File: src/rtl/pipe_pkg.sv
// Shared pipeline types for the core's elastic stages.
//   skid_state_e : occupancy state of a skid_buffer; the encoding equals the
//                  number of held entries, so it doubles as the count output.
package pipe_pkg;

  typedef enum logic [1:0] {
    SKID_EMPTY = 2'd0,
    SKID_BUSY  = 2'd1,
    SKID_FULL  = 2'd2
  } skid_state_e;

  // Occupancy of a skid buffer in a given state.
  function automatic logic [1:0] skid_count(input skid_state_e s);
    return 2'(s);
  endfunction

endpackage

File: src/rtl/skid_buffer.sv
// Two-entry elastic pipeline stage (skid buffer).
//
// Decouples a producer from a consumer that may stall. The main register
// drives out_data. The skid register catches the one payload that arrives
// while the consumer stalls. in_ready and out_valid are flops, so there is no
// combinational path from out_ready to in_ready.
//
// Handshake rules, both sides: a payload moves on a rising clk edge only when
// valid && ready are both high in the cycle before that edge. A valid payload
// stays valid and unchanged until it is taken. in_valid may drop without a
// transfer, and nothing is captured in that case.
//
// Ports:
//   clk       : rising-edge clock
//   rst_n     : asynchronous active-low reset
//   flush     : synchronous flush, discards held entries and wins over transfers
//   in_valid  : producer has a payload
//   in_ready  : buffer can accept (registered)
//   in_data   : producer payload
//   out_valid : buffer presents a payload (registered)
//   out_ready : consumer accepts
//   out_data  : head payload (registered)
//   count     : occupancy 0..2, equal to the state encoding
module skid_buffer
  import pipe_pkg::*;
#(
  parameter int unsigned       WIDTH      = 32,
  parameter logic [WIDTH-1:0]  RESET_DATA = {WIDTH{1'b0}}
) (
  input  logic             clk,
  input  logic             rst_n,
  input  logic             flush,
  input  logic             in_valid,
  output logic             in_ready,
  input  logic [WIDTH-1:0] in_data,
  output logic             out_valid,
  input  logic             out_ready,
  output logic [WIDTH-1:0] out_data,
  output logic [1:0]       count
);

  skid_state_e      state_q, state_d;
  logic [WIDTH-1:0] main_q, main_d;
  logic [WIDTH-1:0] skid_q, skid_d;
  logic             in_ready_q, in_ready_d;
  logic             out_valid_q, out_valid_d;

  logic push;
  logic pop;

  assign push = in_valid && in_ready_q;
  assign pop  = out_valid_q && out_ready;

  always_comb begin
    state_d = state_q;
    main_d  = main_q;
    skid_d  = skid_q;

    if (flush) begin
      // Data registers keep stale contents. Only the state is cleared.
      state_d = SKID_EMPTY;
    end else begin
      unique case (state_q)
        SKID_EMPTY: begin
          if (push) begin
            state_d = SKID_BUSY;
            main_d  = in_data;
          end
        end
        SKID_BUSY: begin
          if (push && !pop) begin
            state_d = SKID_FULL;
            skid_d  = in_data;
          end else if (push && pop) begin
            main_d  = in_data;
          end else if (pop) begin
            state_d = SKID_EMPTY;
          end
        end
        SKID_FULL: begin
          // in_ready is low here, so in_valid cannot push.
          if (pop) begin
            state_d = SKID_BUSY;
            main_d  = skid_q;
          end
        end
        default: state_d = SKID_EMPTY;
      endcase
    end

    // The handshake flags are decoded from the next state and then
    // registered, so they never depend combinationally on out_ready.
    in_ready_d  = (state_d != SKID_FULL);
    out_valid_d = (state_d != SKID_EMPTY);
  end

  always_ff @(posedge clk or negedge rst_n) begin
    if (!rst_n) begin
      state_q     <= SKID_EMPTY;
      main_q      <= RESET_DATA;
      skid_q      <= RESET_DATA;
      in_ready_q  <= 1'b1;
      out_valid_q <= 1'b0;
    end else begin
      state_q     <= state_d;
      main_q      <= main_d;
      skid_q      <= skid_d;
      in_ready_q  <= in_ready_d;
      out_valid_q <= out_valid_d;
    end
  end

  assign in_ready  = in_ready_q;
  assign out_valid = out_valid_q;
  assign out_data  = main_q;
  assign count     = skid_count(state_q);

endmodule
File: config.mk
export PLATFORM = sky130hd
export DESIGN_NAME = skid_buffer
export DESIGN_NICKNAME = d
export VERILOG_FILES = /design/src/rtl/pipe_pkg.sv /design/src/rtl/skid_buffer.sv
export SDC_FILE = /design/constraint.sdc
export NUM_CORES = 1
export LEC_CHECK = 0
export BUFFER_PORTS_ARGS = -buffer_cell sky130_fd_sc_hd__buf_2
export CELL_PAD_IN_SITES_DETAIL_PLACEMENT = 1
export CELL_PAD_IN_SITES_GLOBAL_PLACEMENT = 1
export CORE_MARGIN = 10
export CORE_UTILIZATION = 44
export DETAILED_ROUTE_END_ITERATION = 6
export PLACE_DENSITY_LB_ADDON = 0.1
export SETUP_SLACK_MARGIN = 0.05
export SYNTH_ARGS = -nofsm -noshare
export SYNTH_HDL_FRONTEND = slang
export SYNTH_SLANG_ARGS = --single-unit
File: constraint.sdc
create_clock -name clk -period 2.3 [get_ports clk]
set_input_delay 0.575 -clock clk [delete_from_list [all_inputs] [get_ports clk]]
set_output_delay 0.575 -clock clk [all_outputs]
set_load 0.005 [all_outputs]
After elaboration in Yosys (flattened, before gate mapping) --
Cells that the tools add are included.
Cells by class: eq/ne operators 7, muxes and demuxes 12, bitwise logic cells 1, reductions and logical operators 10
Operators by type and width (number):
- $mux 32 | 4
- $pmux 32 s3 | 1
- $mux 2 | 6
- $ne 2x2->1 const B | 5
- $pmux 2 s3 | 1
- $reduce_and 6->1 | 1
- $logic_and 1x1->1 | 4
- $reduce_and 3->1 | 1
- $reduce_bool 3->1 | 1
- $eq 2x1->1 const B | 1
- $eq 2x2->1 const B | 1
- $logic_not 2->1 | 1
- $reduce_bool 2->1 | 1
- $logic_not 1->1 | 1
- $not 1->1 | 1
Word-level totals: register bits after elaboration 68, input bits 37, output and inout port bits 36, logic and storage cells 35

Longest topological paths before layout --
Gate-level depths: netlist of run 1.
depth after elaboration 7, depth in mapped cells 5, mapped depth without buffers 3

Worst setup path before layout of run 1 --
Ideal clock, no wire load.
path kind input port to flip-flop, start input out_ready, end register main_q[0], in the netlist out_data[0], setup time 125 ps, data arrival time 1604 ps, required time 2175 ps, path slack 570 ps, stages on the path 4, cell sequence nand2_1 > o32ai_4 > buf_12 > mux2_4
Between the ends: word-level cells in the longest chain between the ends 5, elaborated cells between the ends (all ways) 8, classes of those cells eq/ne (3); reduce/logical (5)
Ends and longest elaborated chain:
- start, declared | line skid_buffer.sv:37 | input logic out_ready,
- $logic_and 1x1->1 (*) | line skid_buffer.sv:52 | assign pop = out_valid_q && out_ready;
- $logic_not 1->1 | line skid_buffer.sv:71 | if (push && !pop) begin
- $logic_and 1x1->1 | line skid_buffer.sv:71
- $ne 2x2->1 (no source line)
- $reduce_and 6->1 (no source line) (*)
- end signal, assigned | line skid_buffer.sv:106 | main_q <= main_d;
- end, declared | line skid_buffer.sv:43 | logic [WIDTH-1:0] main_q, main_d;
Mark *: on every way between the ends. The rest lies on a longest branch, timed or not. A chain may end at the register's enable or synchronous reset.

Final worst setup path of run 1 --
start register state_q[1], in the netlist count[1], end register main_q[1], in the netlist out_data[1]
Between the ends: word-level cells in the longest chain between the ends 3, elaborated cells between the ends (all ways) 10, classes of those cells eq/ne (6); mux (1); reduce/logical (3)
Ends and longest elaborated chain:
- start, declared | line skid_buffer.sv:42 | skid_state_e state_q, state_d;
- start signal, assigned | line skid_buffer.sv:105 | state_q <= state_d;
- $eq 2x1->1 (tied with other cells) | line skid_buffer.sv:63 | unique case (state_q)
- $ne 2x2->1 (no source line) / $reduce_bool 3->1 (equally long branches)
- $reduce_and 6->1 (no source line)
Several ways; a longest one is shown, not always the timed one.

==> impl_metrics.json, run 1 <==
{
  "number_of_antenna_violations_at_the_first_check_in_global_routing": 0,
  "worst-endpoint-required_ps": 2510,
  "worst_setup_slack_before_clock_tree_synthesis_ps": 372,
  "cts_resized": 0,
  "cts_max_path_buffers": 2,
  "hold_slack_ps": 260,
  "final_layout_size_suffix_gt1_frac": 0.690,
  "synth-simple-area-share": 0.0240,
  "mappedNetlistNets": 227,
  "ys_seq_area_frac": 0.535,
  "vias_in_the_first_global_route": 2172,
  "synth.largest_area_cell": "sky130_fd_sc_hd__dfrtp_1",
  "vdd_ir_drop_max_mv": 0.405,
  "transition_time_of_the_tightest_slew_check_pin_ps": 369,
  "setup_slack_ps": 537,
  "cts-hold-fix-buffers": 0,
  "endpoint_kind": "flip-flop",
  "dpl_cell_area_um2": 3600,
  "drv_slew": 0,
  "area_overhead_vs_synth_pct": 18.6,
  "pin_count": 73,
  "die-area_um2": 11000,
  "clock_tree.root_cell": "sky130_fd_sc_hd__clkbuf_8",
  "grt_util_all_layers": 0.124,
  "netlist_area_um2": 3180,
  "final_design_area_no_fill_um2": 3780,
  "p_per_area_nw_per_um2": 986,
  "ant_nets": 0,
  "cts-buffers-inserted": 9,
  "place.port_buffers": 72,
  "first_pass_grt_wire_length_um": 11200,
  "cts_tree": "built",
  "finish.cell_count_without_fillers": 367,
  "effective_utilization_at_floorplan": 0.461,
  "count_of_vias_placed_by_the_detailed_router": 1831,
  "crit_path_start": "count[1]$_DFF_PN0_",
  "totalWireLength_um": 6610,
  "drt_iter0_markers": 43,
  "post_synthesis_average_cell_area_um2": 16.8,
  "timing.final.crit_period_ps": 1760,
  "yosys-top-cells-area": "sky130_fd_sc_hd__dfrtp_1 53%, sky130_fd_sc_hd__mux2_2 21%, sky130_fd_sc_hd__mux2_4 14%",
  "grt_max_degree": 69,
  "hold_class": "input pin to async pin",
  "crit_fanout": 18,
  "avgViaCountPerCell": 4.99,
  "synth_top_area_share": 0.527,
  "drt-wirelength-per-cell_um": 18.0,
  "complex_gate_fraction_of_the_synthesized_area": 0.0216,
  "hpwl_um": 4620,
  "final_layout_net_count": 305,
  "clkSlewWorstSetupHoldPaths_ps": 70,
  "setup_total_negative_slack_ps": 0,
  "flip_flop_cell_with_the_highest_count_after_synthesis": "sky130_fd_sc_hd__dfrtp_1",
  "clock_skew_ps": 10.9,
  "relSlewSlack": 0.754,
  "std_cell_rows": 30,
  "synth_enable_flop_cells": 0,
  "post_cts.repair.setup_buffers": 0,
  "clk_latency_ps": 330,
  "worst_r2r_startpoint": "count[1]$_DFF_PN0_",
  "fmaxAchievable_mhz": 567,
  "cp-start-kind": "flip-flop",
  "timing.final.crit_share": 0.767,
  "global_route.overflow_total": 0,
  "worstPathArrival_ps": 1970,
  "die-height_um": 105,
  "synthDistinctLibCells": 21,
  "routabilityCongestion": 0.703,
  "synthesis.yosys.warnings": 0,
  "power.static_leakage_nw": 1.76,
  "timing_worst_setup_path_type": "flip-flop to flip-flop",
  "yosys_register_bits": 68,
  "place_inst": 353,
  "antenna-diode-count": 0,
  "drv_cap": 0,
  "post_synth_mux_area_share": 0.375,
  "timing.final.hold_violations": 0,
  "cts_max_level": 3,
  "outcome": "finished clean",
  "ys_top_cells_by_count": "67 x sky130_fd_sc_hd__dfrtp_1, 60 x sky130_fd_sc_hd__mux2_2, 30 x sky130_fd_sc_hd__mux2_4",
  "synth_async_sr_flop_share": 1.00,
  "synth-xor-area-share": 0,
  "core_region_area_um2": 6910,
  "dieWidth_um": 105,
  "cts.sink_count": 68,
  "synth_adder_area_share": 0,
  "timing.final.setup_violations": 0,
  "yosysMostFrequentCell": "sky130_fd_sc_hd__dfrtp_1",
  "first_pass_iters": 3,
  "route.detailed.drc": 0,
  "synth_top_family_by_area": "multiplexers",
  "syn-instance-count": 190,
  "setup_repair_after_global_routing_missed_its_margin": "false"
}
==> area by class of cell <==
type                    count  area [µm²]
well taps                  96         120
fillers                   702        3130
multi-input cells         111        1340
flip-flops and latches     68        1700
repair buffers             77         435
clock inverters             1        7.51
inverters                   1        3.75
clock buffers              13         169
==> report_power, final <==
group          total (W)  switching [W]  internal [W]  leakage (nW)
combinational   0.000984       0.000334      0.000650         0.861
sequential       0.00186       0.000226       0.00163         0.813
clock           0.000887       0.000417      0.000469        0.0876
==> critical path, stage by stage, from the launching register on <==
cell,delay [ps]
sky130_fd_sc_hd__dfrtp_1,520
sky130_fd_sc_hd__nor2b_4,210
sky130_fd_sc_hd__buf_4,280
sky130_fd_sc_hd__mux2_2,380
sky130_fd_sc_hd__mux2_4,260
==> sequential cells by signal (all words and copies together) (netlist names) <==
register,count
out_data,32
skid_q,32
count,2
in_ready,1
out_valid,1
==> through the flow <==
stage | total power [W] | util
5_1_grt | 0.00399 | 0.547
6_report | 0.00373 | 0.547
3_3_place_gp | 0.00283 | 0.521
4_1_cts | 0.00379 | 0.547
3_5_place_dp | 0.00289 | 0.521
2_1_floorplan | 0.00249 | -
==> placed cells by master, fill, tap and decap left out <==
cell type and instances:
sky130_fd_sc_hd__nor4bb_1 1, sky130_fd_sc_hd__clkinvlp_4 1, sky130_fd_sc_hd__inv_1 1, sky130_fd_sc_hd__nand2_2 1, sky130_fd_sc_hd__o21ai_0 2, sky130_fd_sc_hd__a21oi_1 1, sky130_fd_sc_hd__nand2b_4 1, sky130_fd_sc_hd__nand2_1 1
sky130_fd_sc_hd__nand4bb_1 1, sky130_fd_sc_hd__o32ai_4 1, sky130_fd_sc_hd__and4b_2 1, sky130_fd_sc_hd__nand4_1 1, sky130_fd_sc_hd__buf_2 72, sky130_fd_sc_hd__buf_4 2, sky130_fd_sc_hd__buf_12 3, sky130_fd_sc_hd__nor2b_4 1
sky130_fd_sc_hd__mux2_4 30, sky130_fd_sc_hd__clkbuf_1 1, sky130_fd_sc_hd__a21boi_2 1, sky130_fd_sc_hd__a211oi_1 2, sky130_fd_sc_hd__dfrtp_1 67, sky130_fd_sc_hd__mux2_2 60, sky130_fd_sc_hd__dfstp_2 1, sky130_fd_sc_hd__mux2_1 6
sky130_fd_sc_hd__clkbuf_8 12
==> worst paths after layout <==
check,slack (ps),cells after the start,end
hold / removal,260,2,out_data[28]$_DFFE_PN0P_
setup reg to reg,540,4,out_data[1]$_DFFE_PN0P_
min in group clk,490,2,skid_q[7]$_DFFE_PN0P_
max in group asynchronous,1710,2,in_ready$_DFF_PN1_
hold reg to reg,500,1,skid_q[2]$_DFFE_PN0P_
setup / recovery,540,4,out_data[1]$_DFFE_PN0P_
==> per-layer routing <==
metal	up-vias	wire length, µm	part of all wire	GRT usage
met4	0	31	0.0047	0.0324
met5	-	0	0	0
met1	942	2970	0.45	0.155
li1	837	-	-	-
met2	48	3250	0.49	0.198
met3	4	353	0.053	0.0448
==> cells by family (layout without fill, tap and decap cells) <==
logic type      Yosys count  in the layout
simple gates              8              8
mux                      96             96
compound gates            7              7
flops                    68             68
buf+inv                  11             92
Note: power is estimated with default switching activity, not from simulation.
==> run 2, diff against run 1 <==
--- a/config.mk
+++ b/config.mk
@@ -5,11 +5,12 @@
 export SDC_FILE = /design/constraint.sdc
 export NUM_CORES = 1
 export LEC_CHECK = 0
+export ABC_AREA = 1
 export BUFFER_PORTS_ARGS = -buffer_cell sky130_fd_sc_hd__buf_2
 export CELL_PAD_IN_SITES_DETAIL_PLACEMENT = 1
 export CELL_PAD_IN_SITES_GLOBAL_PLACEMENT = 1
 export CORE_MARGIN = 10
-export CORE_UTILIZATION = 44
+export CORE_UTILIZATION = 37
 export DETAILED_ROUTE_END_ITERATION = 6
 export PLACE_DENSITY_LB_ADDON = 0.1
 export SETUP_SLACK_MARGIN = 0.05
==> constraint.sdc (replaced) <==
create_clock -name clk -period 1.5 [get_ports clk]
set_input_delay 0.375 -clock clk [delete_from_list [all_inputs] [get_ports clk]]
set_output_delay 0.375 -clock clk [all_outputs]
set_load 0.005 [all_outputs]
==> run 2 against run 1 <==
Compared with the run above: setup slack lost 420 ps; worst hold slack got worse by 1.6 ps; fmax increased by 27%; sequential share of layout area is 7.0 points lower; register-to-register slack got worse by 420 ps; combinational power rose to 2.6 times the previous value; clock skew fell by 2.1 ps; clock power increased by 120%; sequential cell count did not move; synthesized cell count grew 120%; critical endpoint is now skid_q[0]$_DFFE_PN0P_; largest power group unchanged; highest routed layer unchanged.
==> impl_metrics.json, run 2 <==
{
  "outcome": "finished clean",
  "number_of_antenna_violations_at_the_first_check_in_global_routing": 0,
  "endpoint_kind": "flip-flop",
  "setup_total_negative_slack_ps": 0,
  "timing.final.setup_violations": 0,
  "vdd_ir_drop_max_mv": 0.694,
  "register_area_um2": 1710,
  "cts_max_path_buffers": 2,
  "combPwrFrac": 0.341,
  "final_layout_net_count": 529,
  "layout.cells.most_common_list": "76 x sky130_fd_sc_hd__nand2_1, 71 x sky130_fd_sc_hd__inv_1, 71 x sky130_fd_sc_hd__buf_2, 65 x sky130_fd_sc_hd__dfrtp_1",
  "area_overhead_vs_synth_pct": 25.4,
  "std_cell_rows": 35,
  "clock_tree.root_cell": "sky130_fd_sc_hd__clkbuf_8",
  "clkSlewWorstSetupHoldPaths_ps": 80,
  "route.detailed.drc": 0,
  "power.share.sequential": 0.399,
  "hpwl_um": 6710,
  "drv_cap": 0,
  "clock_skew_ps": 8.82,
  "ant_nets": 0,
  "effective_utilization_at_floorplan": 0.383,
  "post_synthesis_average_cell_area_um2": 8.61,
  "crit_fanout": 19,
  "p_sw_frac": 0.332,
  "most_frequent_standard_cell_in_the_layout_excluding_fill_and_tap_cells": "sky130_fd_sc_hd__nand2_1",
  "finalCoreUtilization": 0.480,
  "dpl_cell_area_um2": 4160,
  "power.total_w": 0.00753,
  "worst_r2r_startpoint": "in_ready$_DFF_PN1_",
  "vias_in_the_first_global_route": 3175,
  "yosys_register_bits": 68,
  "yosys-top-cells-area": "sky130_fd_sc_hd__dfrtp_1 47%, sky130_fd_sc_hd__nand2_1 8.2%, sky130_fd_sc_hd__inv_1 7.5%",
  "min-delay-start": "flush",
  "first_pass_grt_wire_length_um": 16600,
  "ys_seq_area_frac": 0.477,
  "clk_latency_ps": 350,
  "fillers": 1151,
  "mappedNetlistNets": 452,
  "cts_max_level": 3,
  "slowest_cp_cell": "sky130_fd_sc_hd__dfstp_2",
  "die-area_um2": 14000,
  "worst-endpoint-required_ps": 1730,
  "setup.reg_to_reg.worst_slack_ps": 110,
  "avgViaCountPerCell": 4.63,
  "global_route.overflow_total": 0,
  "first_pass_iters": 4,
  "timing_worst_setup_path_type": "flip-flop to flip-flop",
  "power.clock.fraction": 0.260,
  "grt_util_all_layers": 0.142,
  "synthDistinctLibCells": 21,
  "synth_enable_flop_cells": 0,
  "flip_flop_cell_with_the_highest_count_after_synthesis": "sky130_fd_sc_hd__dfrtp_1",
  "core_region_area_um2": 9330,
  "cp-start-kind": "flip-flop",
  "final_layout_size_suffix_gt1_frac": 0.340,
  "worstPathArrival_ps": 1620,
  "transition_time_of_the_tightest_slew_check_pin_ps": 373,
  "whs_endpoint": "count[1]$_DFF_PN0_",
  "synth_async_sr_flop_share": 1.00,
  "hold_class": "input pin to flip-flop",
  "totalWireLength_um": 9480,
  "drt_iter0_markers": 127,
  "syn-instance-count": 415,
  "timing.final.hold_violations": 0,
  "synth_top_area_share": 0.469,
  "final_design_area_no_fill_um2": 4480,
  "switchingPower_w": 0.00250,
  "antenna-diode-count": 0,
  "drt-wirelength-per-cell_um": 15.1,
  "worstRegToRegCells": 6,
  "timing.final.crit_period_ps": 1390,
  "critical_path.reg2reg.endpoint": "skid_q[0]$_DFFE_PN0P_",
  "power.static_leakage_nw": 2.38,
  "max_stage_delay_on_crit_path_ps": 540,
  "netlist_area_um2": 3570,
  "multi_input_gate_area_um2": 1450,
  "synthesis.yosys.warnings": 0,
  "fmaxAchievable_mhz": 721,
  "cts-buffers-inserted": 9,
  "count_of_vias_placed_by_the_detailed_router": 2901,
  "holdPathStages": 2,
  "yosysMostFrequentCell": "sky130_fd_sc_hd__nand2_1",
  "place.port_buffers": 72,
  "pin_count": 73,
  "ys_top_cells_by_count": "78 x sky130_fd_sc_hd__nand2_1, 71 x sky130_fd_sc_hd__inv_1, 67 x sky130_fd_sc_hd__dfrtp_1",
  "cts.sink_count": 68,
  "setup_repair_after_global_routing_missed_its_margin": "true",
  "relSlewSlack": 0.752,
  "timing.final.crit_share": 0.924,
  "synth.largest_area_cell": "sky130_fd_sc_hd__dfrtp_1",
  "worstPathCellList": "nand2_2 -> nor2_2 -> nand3_4 -> buf_12 -> nor2_1 -> a21oi_2",
  "p_per_area_nw_per_um2": 1680,
  "drv_slew": 0,
  "cts_tree": "built",
  "routabilityCongestion": 0.770,
  "grt_max_degree": 53,
  "dieWidth_um": 118,
  "die-height_um": 118,
  "p_int_w": 0.00504
}
## run 2: power by group through the flow
stage | Sequential (W) | Clock, W | Combinational, W
floorplan | 0.00303 | 0 | 0.00157
CTS | 0.00302 | 0.00203 | 0.00261
global route | 0.00312 | 0.00213 | 0.00297
detailed placement | 0.00305 | 0 | 0.00258
global placement | 0.00302 | 0 | 0.00252
finish | 0.00301 | 0.00196 | 0.00257
## run 2: worst max path at each step
stage / from / end / slack (ps) / cells after the start
2_1_floorplan: count[1]$_DFF_PN0_ / skid_q[14]$_DFFE_PN0P_ / 130 / 9
3_3_place_gp: count[0]$_DFF_PN0_ / out_data[20]$_DFFE_PN0P_ / 50 / 6
3_5_place_dp: count[0]$_DFF_PN0_ / out_data[20]$_DFFE_PN0P_ / 40 / 6
4_1_cts: in_ready$_DFF_PN1_ / out_data[9]$_DFFE_PN0P_ / 50 / 7
5_1_grt: count[1]$_DFF_PN0_ / skid_q[0]$_DFFE_PN0P_ / 40 / 7
6_report: in_ready$_DFF_PN1_ / skid_q[0]$_DFFE_PN0P_ / 110 / 6
## run 2: cells by family (layout without fill, tap and decap cells)
logic type	count (synthesis)	in the layout	share of synthesized area
AND/OR/NAND/NOR	149	149	0.201
AO/OA/AOI/OAI	100	100	0.195
buffers and inverters	98	180	0.127
flip-flops	68	68	0.477
## run 2: what timing repair did
| action | 4_1_cts | 5_1_grt |
|---|---|---|
| pin swaps | 0 | 1 |
| gates cloned | 0 | 0 |
| setup buffers | 0 | 2 |
| endpoints found under the hold margin | 22 | 0 |
| hold buffers | 1 | 0 |
| endpoints found under the setup margin | 17 | 66 |
| gates resized for setup | 2 | 9 |
## run 2: metal layers
metal  share of wire  track usage
met5               0            0
met4          0.0094       0.0371
met3           0.045       0.0381
met2            0.45        0.220
met1            0.49        0.190
## run 2: worst max-delay path, delay by kind of cell, from the launching register on
family / cells / cell delay, ps
DFF: 1 / 540
AOI/OAI and AO/OA: 1 / 40
and+or+nand+nor: 4 / 480
buffers and inverters: 1 / 200
## run 2: cell type report
type,count,share of cell area
Clock inverter,5,0.0237
Clock buffer,11,0.0338
Tap cell,129,0.0360
Sequential cell,68,0.381
Timing Repair Buffer,92,0.141
Multi-Input combinational cell,249,0.324
Inverter,72,0.0603
## run 2: metrics by stage
step | hold slack (ps) | instances | setup slack (ps)
after floorplan | 79.4 | 415 | 133
after global placement | 319 | 607 | 53.4
after detailed placement | 317 | 607 | 37.3
after CTS | 249 | 624 | 49.1
after global routing | 251 | 626 | 37.3
final | 259 | 626 | 114
